[config.mk]
export PLATFORM = sky130hd
export DESIGN_NAME = hazard_stall_unit_flat
export DESIGN_NICKNAME = d
export VERILOG_FILES = /design/src/rtl/hazard_stall_unit_if.sv /design/src/rtl/hazard_stall_unit.sv /design/src/flat_wrapper.sv
export SDC_FILE = /design/constraint.sdc
export NUM_CORES = 1
export LEC_CHECK = 0
export ABC_AREA = 1
export ABC_CLOCK_PERIOD_IN_PS = 2000
export BUFFER_PORTS_ARGS = -buffer_cell sky130_fd_sc_hd__buf_2
export CAP_MARGIN = 20
export CORE_ASPECT_RATIO = 1.25
export CORE_MARGIN = 4
export CORE_UTILIZATION = 53
export CTS_CLUSTER_DIAMETER = 80
export CTS_CLUSTER_SIZE = 24
export DETAILED_ROUTE_END_ITERATION = 6
export PLACE_DENSITY = 0.78
export SLEW_MARGIN = 20
export SYNTH_ARGS = -nofsm -noshare
export SYNTH_HDL_FRONTEND = slang
export SYNTH_SLANG_ARGS = --single-unit
[constraint.sdc]
create_clock -name i_clk -period 2 [get_ports i_clk]
set_clock_uncertainty 0.05 [all_clocks]
set_input_delay 0.1 -clock i_clk [delete_from_list [all_inputs] [get_ports i_clk]]
set_output_delay 0.1 -clock i_clk [all_outputs]
set_load 0.01 [all_outputs]
[src/rtl/hazard_stall_unit_if.sv]
// Pipeline-control bundle between the hazard/stall unit and the datapath.
// The slave modport is the controller side; the master modport is the datapath/debug side.
interface hazard_stall_unit_if #(
  parameter int unsigned NB_REG_ADDRESS = 5,
  parameter int unsigned NB_STALL_COUNT = 16
);
  logic                      i_enable;
  logic                      i_restart;
  logic [NB_REG_ADDRESS-1:0] i_rs_if_id;
  logic [NB_REG_ADDRESS-1:0] i_rt_if_id;
  logic                      i_uses_rt_if_id;
  logic                      i_branch_if_id;
  logic                      i_branch_taken;
  logic                      i_halt_if_id;
  logic                      i_mem_read_id_ex;
  logic [NB_REG_ADDRESS-1:0] i_rt_id_ex;
  logic                      i_mem_read_ex_mem;
  logic [NB_REG_ADDRESS-1:0] i_rd_ex_mem;
  logic                      o_pc_write;
  logic                      o_if_id_write;
  logic                      o_if_id_flush;
  logic                      o_id_ex_bubble;
  logic                      o_pipe_enable;
  logic                      o_halted;
  logic [NB_STALL_COUNT-1:0] o_stall_count;

  modport slave (
    input  i_enable, i_restart, i_rs_if_id, i_rt_if_id, i_uses_rt_if_id, i_branch_if_id,
           i_branch_taken, i_halt_if_id, i_mem_read_id_ex, i_rt_id_ex, i_mem_read_ex_mem,
           i_rd_ex_mem,
    output o_pc_write, o_if_id_write, o_if_id_flush, o_id_ex_bubble, o_pipe_enable, o_halted,
           o_stall_count
  );

  modport master (
    output i_enable, i_restart, i_rs_if_id, i_rt_if_id, i_uses_rt_if_id, i_branch_if_id,
           i_branch_taken, i_halt_if_id, i_mem_read_id_ex, i_rt_id_ex, i_mem_read_ex_mem,
           i_rd_ex_mem,
    input  o_pc_write, o_if_id_write, o_if_id_flush, o_id_ex_bubble, o_pipe_enable, o_halted,
           o_stall_count
  );
endinterface

[src/rtl/hazard_stall_unit.sv]
// Stall/flush/halt controller for the 5-stage MIPS pipeline: load-use and branch-after-load
// stalls, taken-branch flush, HALT drain and debug step gating. Outputs are Mealy.
module hazard_stall_unit #(
  parameter int unsigned NB_REG_ADDRESS = 5,
  parameter int unsigned NB_STALL_COUNT = 16,
  parameter int unsigned DRAIN_CYCLES   = 4
) (
  input logic                i_clk,
  input logic                i_reset,
  hazard_stall_unit_if.slave bus
);

  localparam int unsigned NbDrain = (DRAIN_CYCLES > 1) ? $clog2(DRAIN_CYCLES) : 1;

  typedef enum logic [1:0] {StRun, StDrain, StHalted} state_e;

  state_e                    state_q, state_d;
  logic [NbDrain-1:0]        drain_q, drain_d;
  logic [NB_STALL_COUNT-1:0] stall_q, stall_d;

  logic load_use, branch_load, hazard;
  logic pc_write, if_id_write, if_id_flush, id_ex_bubble, pipe_enable;

  // $0 is hardwired to zero, so a load targeting it never creates a dependency.
  function automatic logic reg_match(input logic [NB_REG_ADDRESS-1:0] r,
                                     input logic [NB_REG_ADDRESS-1:0] rs,
                                     input logic [NB_REG_ADDRESS-1:0] rt,
                                     input logic                      uses_rt);
    return (r != '0) && ((r == rs) || (uses_rt && (r == rt)));
  endfunction

  always_comb begin
    load_use    = bus.i_mem_read_id_ex &&
                  reg_match(bus.i_rt_id_ex, bus.i_rs_if_id, bus.i_rt_if_id, bus.i_uses_rt_if_id);
    branch_load = bus.i_branch_if_id && bus.i_mem_read_ex_mem &&
                  reg_match(bus.i_rd_ex_mem, bus.i_rs_if_id, bus.i_rt_if_id, bus.i_uses_rt_if_id);
    hazard      = load_use || branch_load;
  end

  always_comb begin
    state_d      = state_q;
    drain_d      = drain_q;
    stall_d      = stall_q;
    pc_write     = 1'b1;
    if_id_write  = 1'b1;
    if_id_flush  = 1'b0;
    id_ex_bubble = 1'b0;
    pipe_enable  = 1'b1;

    // While reset is high the defaults above (plain RUN outputs) are presented.
    if (!i_reset) begin
      if (bus.i_restart || !bus.i_enable) begin
        pc_write    = 1'b0;
        if_id_write = 1'b0;
        pipe_enable = 1'b0;
        if (bus.i_restart) begin
          state_d = StRun;
          drain_d = '0;
          stall_d = '0;
        end
      end else begin
        unique case (state_q)
          StHalted: begin
            pc_write    = 1'b0;
            if_id_write = 1'b0;
            pipe_enable = 1'b0;
          end
          StDrain: begin
            pc_write    = 1'b0;
            if_id_flush = 1'b1;
            if (drain_q == '0) begin
              state_d = StHalted;
            end else begin
              drain_d = drain_q - 1'b1;
            end
          end
          StRun: begin
            // A stall hides any branch or HALT in ID; it is seen again once the stall clears.
            if (hazard) begin
              pc_write     = 1'b0;
              if_id_write  = 1'b0;
              id_ex_bubble = 1'b1;
              if (stall_q != '1) begin
                stall_d = stall_q + 1'b1;
              end
            end else if (bus.i_halt_if_id) begin
              pc_write = 1'b0;
              state_d  = StDrain;
              drain_d  = NbDrain'(DRAIN_CYCLES - 1);
            end else if (bus.i_branch_taken) begin
              if_id_flush = 1'b1;
            end
          end
          default: state_d = StRun;
        endcase
      end
    end
  end

  always_ff @(posedge i_clk or posedge i_reset) begin
    if (i_reset) begin
      state_q <= StRun;
      drain_q <= '0;
      stall_q <= '0;
    end else begin
      state_q <= state_d;
      drain_q <= drain_d;
      stall_q <= stall_d;
    end
  end

  assign bus.o_pc_write     = pc_write;
  assign bus.o_if_id_write  = if_id_write;
  assign bus.o_if_id_flush  = if_id_flush;
  assign bus.o_id_ex_bubble = id_ex_bubble;
  assign bus.o_pipe_enable  = pipe_enable;
  assign bus.o_halted       = (state_q == StHalted);
  assign bus.o_stall_count  = stall_q;

endmodule

[src/flat_wrapper.sv]
// flat-port wrapper written by rule: the top's interface ports become plain ports
module hazard_stall_unit_flat 
#(
  parameter int unsigned NB_REG_ADDRESS = 5,
  parameter int unsigned NB_STALL_COUNT = 16,
  parameter int unsigned DRAIN_CYCLES   = 4
)
  (i_clk, i_reset, bus_i_enable, bus_i_restart, bus_i_rs_if_id, bus_i_rt_if_id, bus_i_uses_rt_if_id, bus_i_branch_if_id, bus_i_branch_taken, bus_i_halt_if_id, bus_i_mem_read_id_ex, bus_i_rt_id_ex, bus_i_mem_read_ex_mem, bus_i_rd_ex_mem, bus_o_pc_write, bus_o_if_id_write, bus_o_if_id_flush, bus_o_id_ex_bubble, bus_o_pipe_enable, bus_o_halted, bus_o_stall_count);
  hazard_stall_unit_if #(.NB_REG_ADDRESS(NB_REG_ADDRESS), .NB_STALL_COUNT(NB_STALL_COUNT)) bus_i ();
  input logic i_clk;
  input logic i_reset;
  input wire logic [$bits(bus_i.i_enable)-1:0] bus_i_enable;
  input wire logic [$bits(bus_i.i_restart)-1:0] bus_i_restart;
  input wire logic [$bits(bus_i.i_rs_if_id)-1:0] bus_i_rs_if_id;
  input wire logic [$bits(bus_i.i_rt_if_id)-1:0] bus_i_rt_if_id;
  input wire logic [$bits(bus_i.i_uses_rt_if_id)-1:0] bus_i_uses_rt_if_id;
  input wire logic [$bits(bus_i.i_branch_if_id)-1:0] bus_i_branch_if_id;
  input wire logic [$bits(bus_i.i_branch_taken)-1:0] bus_i_branch_taken;
  input wire logic [$bits(bus_i.i_halt_if_id)-1:0] bus_i_halt_if_id;
  input wire logic [$bits(bus_i.i_mem_read_id_ex)-1:0] bus_i_mem_read_id_ex;
  input wire logic [$bits(bus_i.i_rt_id_ex)-1:0] bus_i_rt_id_ex;
  input wire logic [$bits(bus_i.i_mem_read_ex_mem)-1:0] bus_i_mem_read_ex_mem;
  input wire logic [$bits(bus_i.i_rd_ex_mem)-1:0] bus_i_rd_ex_mem;
  output wire logic [$bits(bus_i.o_pc_write)-1:0] bus_o_pc_write;
  output wire logic [$bits(bus_i.o_if_id_write)-1:0] bus_o_if_id_write;
  output wire logic [$bits(bus_i.o_if_id_flush)-1:0] bus_o_if_id_flush;
  output wire logic [$bits(bus_i.o_id_ex_bubble)-1:0] bus_o_id_ex_bubble;
  output wire logic [$bits(bus_i.o_pipe_enable)-1:0] bus_o_pipe_enable;
  output wire logic [$bits(bus_i.o_halted)-1:0] bus_o_halted;
  output wire logic [$bits(bus_i.o_stall_count)-1:0] bus_o_stall_count;
  assign bus_i.i_enable = bus_i_enable;
  assign bus_i.i_restart = bus_i_restart;
  assign bus_i.i_rs_if_id = bus_i_rs_if_id;
  assign bus_i.i_rt_if_id = bus_i_rt_if_id;
  assign bus_i.i_uses_rt_if_id = bus_i_uses_rt_if_id;
  assign bus_i.i_branch_if_id = bus_i_branch_if_id;
  assign bus_i.i_branch_taken = bus_i_branch_taken;
  assign bus_i.i_halt_if_id = bus_i_halt_if_id;
  assign bus_i.i_mem_read_id_ex = bus_i_mem_read_id_ex;
  assign bus_i.i_rt_id_ex = bus_i_rt_id_ex;
  assign bus_i.i_mem_read_ex_mem = bus_i_mem_read_ex_mem;
  assign bus_i.i_rd_ex_mem = bus_i_rd_ex_mem;
  assign bus_o_pc_write = bus_i.o_pc_write;
  assign bus_o_if_id_write = bus_i.o_if_id_write;
  assign bus_o_if_id_flush = bus_i.o_if_id_flush;
  assign bus_o_id_ex_bubble = bus_i.o_id_ex_bubble;
  assign bus_o_pipe_enable = bus_i.o_pipe_enable;
  assign bus_o_halted = bus_i.o_halted;
  assign bus_o_stall_count = bus_i.o_stall_count;
  hazard_stall_unit #(.NB_REG_ADDRESS(NB_REG_ADDRESS), .NB_STALL_COUNT(NB_STALL_COUNT), .DRAIN_CYCLES(DRAIN_CYCLES)) u_core (.i_clk(i_clk), .i_reset(i_reset), .bus(bus_i));
endmodule
==> run metrics, run 1 <==
outcome finished, final reports clean; Reg area 500.5 um2; RR Startpoint u_core.bus.o_stall_count[0]; CTS buffer count 3; PD cells approximately 480 nW/um2; largest net degree at the start of global routing 17; HPWL after DPL just under 4000 um; Routability Congestion 0.9759; syn nets approximately 370; R2R Setup Slk 190 ps; vias in the first global route 1945; initial DRC count 115; die height 75.52 um; fin crit period about 1800 ps; Crit. End Element register; crit path launch u_core.bus.o_stall_count[0]; hold crit path type in -> reg; startpoint types register; Total GRT Usage 21.65%; DRC 0; first-pass GRT wire length 7866 um; CTS Buffer Depth 2; Post-Synthesis Cells 330; Via density 5.133; sequence of cells on the critical path ha_1, nand2_2, nor2_2, nand2_2, inv_2, nand3_4, nor2_4, nand3_2, nand3_2, nand2_4, nand3_1, nand2_1; worst skew pair latency 260 ps; multi-input logic area 1232 um2; antenna diode count 0; CP bufs+invs 1; Design Power roughly 1.1 mW; placed cell area 2268 um2; initial antenna violation count 0; share of cells above drive strength 1 20.31%; highest routed layer met4; CP delay by family, top simple AND/OR/NAND/NOR gates; unrepaired setup endpoints after global routing false; Cell Area, Synth 1933 um2; Static Leakage 1.328 nW; root buffer cell clkbuf_8; port bufs 51; Final period util 90.36%; Routed Antenna Nets 0; met3 wire length 337 um; met2 WL post-DR 2518 um; f_max 553.3 MHz; overall routed net length between 4000 and 5000 um; total of max-cap violations 0; Die Area 4683 um2; setup TNS 0 ps; Hold Slack ~250 ps; total gr overflow 0; Critical Path RT 2100 ps; HP Start bus_i_restart; maximum fanout along the worst path 16; Core Box Area 3513 um2; Max H-tree Level 1; dpl ws 219.1 ps; WS Path Type reg -> reg; Yosys cell types 28; hold violation total from the final report 0; Max VDD drop 0.5947 mV; via count approximately 2.2k; Filler cells between 300 and 400; crit path DAT 1910 ps; CTS tree done; Syn Area/Cell 5.858 um2; # nets final about 430; Initial Util 55.02%; Slew HR 64.73%; CP max-delay cell dfrtp_1; Worst-path clk slew 70 ps; Slew Viols, Final 0; wire length per cell 11.42 um; register area share after synthesis 25.89%; worst slew pin tran 528.5 ps; M1 WL just under 2000 um; # clock sinks 20; Die W 62.02 um; Syn-to-layout area delta 21.81%; crit-path max cell delay ~410 ps; Top-Level Pins 52; Rows 24; FF+latch count, synth 20; final instance area 2355 um2; Setup-failing EPs final 0; Synth warnings 0; slack of the critical path roughly 190 ps; Pre-Repair DR Iteration Count 4
-- cell usage after synthesis (all sizes together) --
master	count	area, um2
xnor2	2	17.52
o21ai	11	55.05
ha	6	75.07
nand2	130	500.5
buf	4	28.78
o21a	1	7.510
nor2	44	185.2
o21bai	1	7.510
dfrtp	20	500.5
nand4	10	68.81
inv	45	168.9
xor2	2	17.52
nor3	10	55.05
clkbuf	2	7.510
a21oi	11	55.05
nand3	31	182.7
-- what timing repair did --
| item | 4_1_cts | 5_1_grt |
|---|---|---|
| resized for setup | 0 | 1 |
| setup endpoints to repair | 0 | 1 |
| hold endpoints to repair | 20 | 0 |
| buffers inserted | 0 | 0 |
| hold buffers | 1 | 0 |
-- kinds of logic after synthesis --
logic type               after synthesis  synth area share [%]
XOR/XNOR                               4                 1.813
adder cells (fa/ha/maj)                6                 3.883
AND/OR/NAND/NOR                      225                 51.33
AO/OA/AOI/OAI                         24                 6.472
buffers and inverters                 51                 10.62
flip-flops                            20                 25.89
-- layout make-up --
| type | instances | area share (%) |
|---|---|---|
| Timing Repair Buffer | 61 | 14.13 |
| Sequential cell | 20 | 21.25 |
| Inverter | 45 | 7.173 |
| Multi-Input combinational cell | 259 | 52.34 |
| Clock buffer | 3 | 1.753 |
| Clock inverter | 1 | 1.275 |
| Tap cell | 39 | 2.072 |
-- cells in the final DEF (no fill, tap or decap) --
master	count
inv_2	1
nand3_1	27
nand2_4	1
dfrtp_1	20
xor2_1	2
bufinv_16	1
ha_1	6
inv_1	44
o21ai_0	9
a21oi_1	11
o21ai_1	2
nand2_2	2
nand4_1	9
nor2_2	2
nand3_2	3
dlygate4sd3_1	1
clkbuf_8	3
nor2_1	40
o21bai_1	1
nand2_1	127
nor3_1	8
buf_4	9
nand3_4	1
nor2_4	2
xnor2_1	2
nor3_2	2
buf_2	51
nand4_2	1
o21a_1	1
-- where the power goes --
group / switching (mW) / total [mW] / leakage (nW) / internal [mW]
clock network: 0.139 / 0.406 / 0.0357 / 0.267
registers: 0.0151 / 0.435 / 0.276 / 0.420
logic: 0.177 / 0.287 / 1.02 / 0.110
total: 0.331 / 1.13 / 1.33 / 0.797
-- tightest hold or removal path, cell delays in order --
cell     delay (ps)
buf_2           100
inv_1            60
a21oi_1         110
nand4_1          90
nand2_1          50
-- flip-flops by register name, indices dropped and copies added, names as in the netlist --
signal	count
u_core.bus.o_stall_count	16
u_core.drain_q	2
u_core.state_q	2
-- worst paths after layout --
kind,endpoint,depth (start not counted)
hold / removal,u_core.state_q[1],5
max in group asynchronous,u_core.bus.o_stall_count[0],4
min in group asynchronous,u_core.bus.o_stall_count[8],4
setup reg to reg,u_core.bus.o_stall_count[2],12
setup / recovery,u_core.bus.o_stall_count[2],12
hold reg to reg,u_core.drain_q[1],2
-- layer usage --
layer	track usage (%)	vias up
met4	8.962	0
met5	0	-
met2	41.47	70
li1	-	1151
met3	1.864	6
met1	23.39	970
-- metrics by stage --
step                      utilization [%]  cells
after floorplan                         -    330
after global placement              64.57    423
after detailed placement            64.57    423
after CTS                           66.88    428
after global routing                67.02    428
final                               67.02    428
Note: power is estimated with default switching activity, not from simulation.
==> run 2, diff against run 1 <==
--- a/config.mk
+++ b/config.mk
@@ -9,13 +9,15 @@
 export ABC_CLOCK_PERIOD_IN_PS = 2000
 export BUFFER_PORTS_ARGS = -buffer_cell sky130_fd_sc_hd__buf_2
 export CAP_MARGIN = 20
+export CELL_PAD_IN_SITES_DETAIL_PLACEMENT = 1
+export CELL_PAD_IN_SITES_GLOBAL_PLACEMENT = 2
 export CORE_ASPECT_RATIO = 1.25
 export CORE_MARGIN = 4
-export CORE_UTILIZATION = 53
+export CORE_UTILIZATION = 26
 export CTS_CLUSTER_DIAMETER = 80
 export CTS_CLUSTER_SIZE = 24
 export DETAILED_ROUTE_END_ITERATION = 6
-export PLACE_DENSITY = 0.78
+export PLACE_DENSITY = 0.77
 export SLEW_MARGIN = 20
 export SYNTH_ARGS = -nofsm -noshare
 export SYNTH_HDL_FRONTEND = slang
==> run metrics, run 2 (synthesis results as in run 1) <==
Top-Level Pins 52 (unchanged); Total GRT Usage 15.23% (was 21.65%); Final period util 90.19% (was 90.36%); port bufs 51 (unchanged); vias in the first global route 2373 (was 1945); Pre-Repair DR Iteration Count 4 (unchanged); CTS tree done (unchanged); worst skew pair latency 260 ps (about the same); startpoint types register (unchanged); die height 104.4 um (was 75.52 um); Routed Antenna Nets 0 (unchanged); post-layout util 33.73% (was 67.02%); Die W 85.13 um (was 62.02 um); PD cells 438.2 nW/um2 (was 479.1 nW/um2); root buffer cell clkbuf_8 (unchanged); initial antenna violation count 0 (unchanged); DRC 0 (unchanged); hold violation total from the final report 0 (unchanged); Critical Path RT 2110 ps (was 2100 ps); Core Box Area 7104 um2 (was 3513 um2); final instance area 2396 um2 (was 2355 um2); wire length per cell 13.54 um (was 11.42 um); Via density 4.630 (was 5.133); antenna diode count 0 (unchanged); Static Leakage 1.304 nW (was 1.328 nW); CTS Buffer Depth 2 (unchanged); maximum fanout along the worst path 16 (unchanged); fin crit period 1804 ps (was 1807 ps); placed cell area 2310 um2 (was 2268 um2); initial DRC count 54 (was 115); Initial Util 27.21% (was 55.02%); CTS buffer count 3 (unchanged); Slew Viols, Final 0 (unchanged); R2R Setup Slk 200 ps (was 190 ps); overall routed net length 6444 um (was 4888 um); largest net degree at the start of global routing 23 (was 17); worst slew pin tran 580.2 ps (was 528.5 ps); Syn-to-layout area delta 23.95% (was 21.81%); total gr overflow 0 (unchanged); most frequent cells in the layout nand2_1, buf_2, inv_1 (unchanged); Setup-failing EPs final 0 (unchanged); unrepaired setup endpoints after global routing false (unchanged); f_max 554.4 MHz (was 553.3 MHz); max FFs per register 16 (unchanged); Die Area 8887 um2 (was 4683 um2); # clock sinks 20 (unchanged); outcome finished, final reports clean (unchanged); hold crit path type in -> async (was in -> reg); WS Path Type reg -> reg (unchanged); RR Startpoint u_core.bus.o_stall_count[0] (unchanged); total of max-cap violations 0 (unchanged); # nets final 423 (was 426); share of cells above drive strength 1 20.21% (was 20.31%); Max VDD drop 0.2137 mV (was 0.5947 mV); HPWL after DPL 5136 um (was 3925 um); via count 2204 (was 2197); setup TNS 0 ps (unchanged); Max H-tree Level 1 (unchanged); crit path launch u_core.bus.o_stall_count[0] (unchanged); Routability Congestion 0.7621 (was 0.9759); Rows 34 (was 24); Worst-path clk slew 90 ps (was 70 ps); Crit. End Element register (unchanged); Slew HR 61.28% (was 64.73%); Post-CTS Repair Setup Buffers 0 (unchanged); most common cell after layout, fill and taps aside nand2_1 (unchanged); crit path DAT 1910 ps (about the same); first-pass GRT wire length 11160 um (was 7866 um)
## run 2: where the power goes
part | leakage, nW | internal (mW) | switching (mW)
Clock | 0.0288 | 0.175 | 0.146
Combinational | 1.00 | 0.104 | 0.190
Sequential | 0.276 | 0.420 | 0.0157
Total | 1.30 | 0.699 | 0.351
## run 2: area by class of cell
| class | instances | area, um2 |
|---|---|---|
| flip-flops and latches | 20 | 500.5 |
| repair buffers | 58 | 310.3 |
| well taps | 90 | 112.6 |
| fillers | 974 | 4708 |
| inverters | 45 | 168.9 |
| clock buffers | 4 | 55.05 |
| multi-input cells | 259 | 1249 |
## run 2: final timing paths
check                                               endpoint  cells past startpoint
worst max-delay path            u_core.bus.o_stall_count[13]                     12
worst min-delay path                       u_core.state_q[1]                      3
worst max register to register  u_core.bus.o_stall_count[13]                     12
worst min register to register             u_core.drain_q[1]                      2
max in group asynchronous        u_core.bus.o_stall_count[5]                      5
min in group i_clk                         u_core.state_q[1]                      5
## run 2: critical path, stage by stage, from the launching register on
cell	delay, ps
dfrtp_1	420
ha_2	210
nand2_2	80
nor2_4	130
nand2_2	80
inv_2	80
nand3_4	80
nor2_4	110
nand3_2	70
nand3_2	130
nand2_8	110
nand3_1	100
nand2_1	60
## run 2: stage by stage
stage / cells / hold slack (ps) / power [mW] / setup slack [ps]
after floorplan: 330 / 60.90 / 0.6197 / 218.8
after global placement: 471 / -51.38 / 0.7333 / 161.5
after detailed placement: 471 / -48.65 / 0.7373 / 132.7
after CTS: 476 / 208.2 / 1.069 / 119.5
after global routing: 476 / 223.9 / 1.139 / 13.54
final: 476 / 212.3 / 1.050 / 196.1
## run 2: metal layers
layer / GRT usage, % / up-vias / part of all wire, % / wire [um]
met5: 0 / - / 0 / 0
met4: 2.941 / 0 / 0.65 / 42
met3: 1.664 / 2 / 3.0 / 196
met2: 28.67 / 29 / 53 / 3432
met1: 18.27 / 1027 / 43 / 2773
li1: - / 1146 / - / -
## run 2: timing repair
item                                   4_1_cts  5_1_grt
resized for setup                            0        6
setup endpoints to repair                    0       11
endpoints found under the hold margin        8        0
hold buffers                                 1        0
==> run 3, diff against run 2 <==
--- a/config.mk
+++ b/config.mk
@@ -17,7 +17,7 @@
 export CTS_CLUSTER_DIAMETER = 80
 export CTS_CLUSTER_SIZE = 24
 export DETAILED_ROUTE_END_ITERATION = 6
-export PLACE_DENSITY = 0.77
+export PLACE_DENSITY_LB_ADDON = 0.1
 export SLEW_MARGIN = 20
 export SYNTH_ARGS = -nofsm -noshare
 export SYNTH_HDL_FRONTEND = slang
==> run metrics, run 3 (synthesis results as in run 1) <==
outcome finished, final reports clean (unchanged); hold violation total from the final report 0 (unchanged); Final period util 91.65% (was 90.19%); worst hold path depth 5; Rows 34 (unchanged); die height 104.4 um (unchanged); Critical Path RT 2100 ps (was 2110 ps); Die W 85.13 um (unchanged); Initial Util 27.21% (unchanged); post-layout util 33.94% (was 33.73%); unrepaired setup endpoints after global routing false (unchanged); HPWL after DPL 5166 um (was 5136 um); initial DRC count 67 (was 54); DRC 0 (unchanged); Crit. End Element register (unchanged); Top-Level Pins 52 (unchanged); Pint 0.6682 mW (was 0.6990 mW); CTS Buffer Depth 2 (unchanged); vias in the first global route 2262 (was 2373); Die Area 8887 um2 (unchanged); PD cells 418.4 nW/um2 (was 438.2 nW/um2); startpoint types register (unchanged); worst slew pin tran 590.9 ps (was 580.2 ps); switch share 33.76% (was 33.43%); antenna diode count 0 (unchanged); Routed Antenna Nets 0 (unchanged); wire length per cell 13.43 um (was 13.54 um); slack of the critical path 167.1 ps (was 196.1 ps); f_max 545.6 MHz (was 554.4 MHz); # nets final 429 (was 423); Max VDD drop 0.2329 mV (was 0.2137 mV); Syn-to-layout area delta 24.72% (was 23.95%); Worst Reg-to-Reg Cells 12 (unchanged); Total GRT Usage 14.74% (was 15.23%); WS Path Type reg -> reg (unchanged); Routability Congestion 0.7957 (was 0.7621); Cell Count, Final, Fillers Out 481 (was 476); total gr overflow 0 (unchanged); setup TNS 0 ps (unchanged); crit path DAT 1930 ps (was 1910 ps); Clock power frac 26.7% (was 30.6%); initial antenna violation count 0 (unchanged); maximum fanout along the worst path 16 (unchanged); Setup-failing EPs final 0 (unchanged); worst skew pair latency 260 ps (about the same); max FFs per register 16 (unchanged); Worst-path clk slew 80 ps (was 90 ps); hold crit path type in -> reg (was in -> async); fin crit period 1833 ps (was 1804 ps); combinational power share 30.4% (was 28.0%); root buffer cell clkbuf_8 (unchanged); most frequent cells in the layout nand2_1, buf_2, inv_1 (unchanged); first-pass GRT wire length 10810 um (was 11160 um); CTS buffer count 3 (unchanged); most common cell after layout, fill and taps aside nand2_1 (unchanged); Max H-tree Level 1 (unchanged); share of cells above drive strength 1 20.72% (was 20.21%); Core Box Area 7104 um2 (unchanged); overall routed net length 6462 um (was 6444 um); NetSw 0.3406 mW (was 0.3510 mW); # clock sinks 20 (unchanged); R2R Setup Slk 170 ps (was 200 ps); total of max-cap violations 0 (unchanged); Slew HR 60.56% (was 61.28%); Static Leakage 1.331 nW (was 1.304 nW); dpl ws 125.5 ps (was 132.7 ps); Pre-Repair DR Iteration Count 4 (unchanged); via count 2207 (was 2204); Post-Place Cells 475 (was 471); largest net degree at the start of global routing 17 (was 23); CTS tree done (unchanged); register share of total power 43.0% (was 41.5%); Slew Viols, Final 0 (unchanged); Filler cells 952 (was 974); port bufs 51 (unchanged); Via density 4.588 (was 4.630)
run 3: power by group through the flow:
stage               registers, mW  logic, mW  clock network, mW
detailed placement          0.443      0.302                  0
global route                0.436      0.353              0.301
finish                      0.433      0.306              0.269
floorplan                   0.442      0.178                  0
CTS                         0.435      0.305              0.281
global placement            0.442      0.301                  0
run 3: layout make-up:
| cell class | count | area, um2 | area share [%] |
|---|---|---|---|
| inverters | 45 | 168.9 | 7.006 |
| repair buffers | 64 | 355.3 | 14.74 |
| clock buffers | 3 | 41.29 | 1.713 |
| multi-input cells | 259 | 1232 | 51.12 |
| well taps | 90 | 112.6 | 4.670 |
| flip-flops and latches | 20 | 500.5 | 20.76 |
run 3: final timing paths:
| check | startpoint | endpoint |
|---|---|---|
| max | u_core.bus.o_stall_count[1] | u_core.bus.o_stall_count[8] |
| min | bus_i_halt_if_id | u_core.drain_q[0] |
| max reg2reg | u_core.bus.o_stall_count[1] | u_core.bus.o_stall_count[8] |
| min reg2reg | u_core.drain_q[1] | u_core.drain_q[1] |
| max in group asynchronous | i_reset | u_core.bus.o_stall_count[6] |
| min in group asynchronous | i_reset | u_core.state_q[0] |
run 3: per-stage QoR:
step | power [mW] | hold slack, ps | instance area [um2]
finish | 1.009 | 289.0 | 2411
global route | 1.090 | 369.5 | 2411
CTS | 1.021 | 287.6 | 2391
detailed placement | 0.7452 | 150.9 | 2340
global placement | 0.7426 | 148.1 | 2340
floorplan | 0.6197 | 60.90 | 1933
run 3: worst max-delay path: stages, from the launching register on:
cell     delay, ps
dfrtp_1        400
ha_1           200
nand2_2         80
nor2_2         150
nand2_2         90
inv_2           80
nand3_4         80
nor2_4         110
nand3_2         70
nand3_2        100
nand2_4        140
nand3_1        120
nand2_1         60
run 3: repair_timing:
item	4_1_cts	5_1_grt
hold buffers	1	0
gates resized for setup	0	1
endpoints found under the hold margin	8	0
endpoints found under the setup margin	0	11
setup buffers	0	2
run 3: per-layer routing:
| layer | routed length (um) | up-vias | GRT usage, % |
|---|---|---|---|
| li1 | - | 1157 | - |
| met1 | 2870 | 1017 | 18.40 |
| met2 | 3343 | 31 | 27.11 |
| met3 | 208 | 2 | 1.426 |
| met4 | 40 | 0 | 2.715 |
| met5 | 0 | - | 0 |
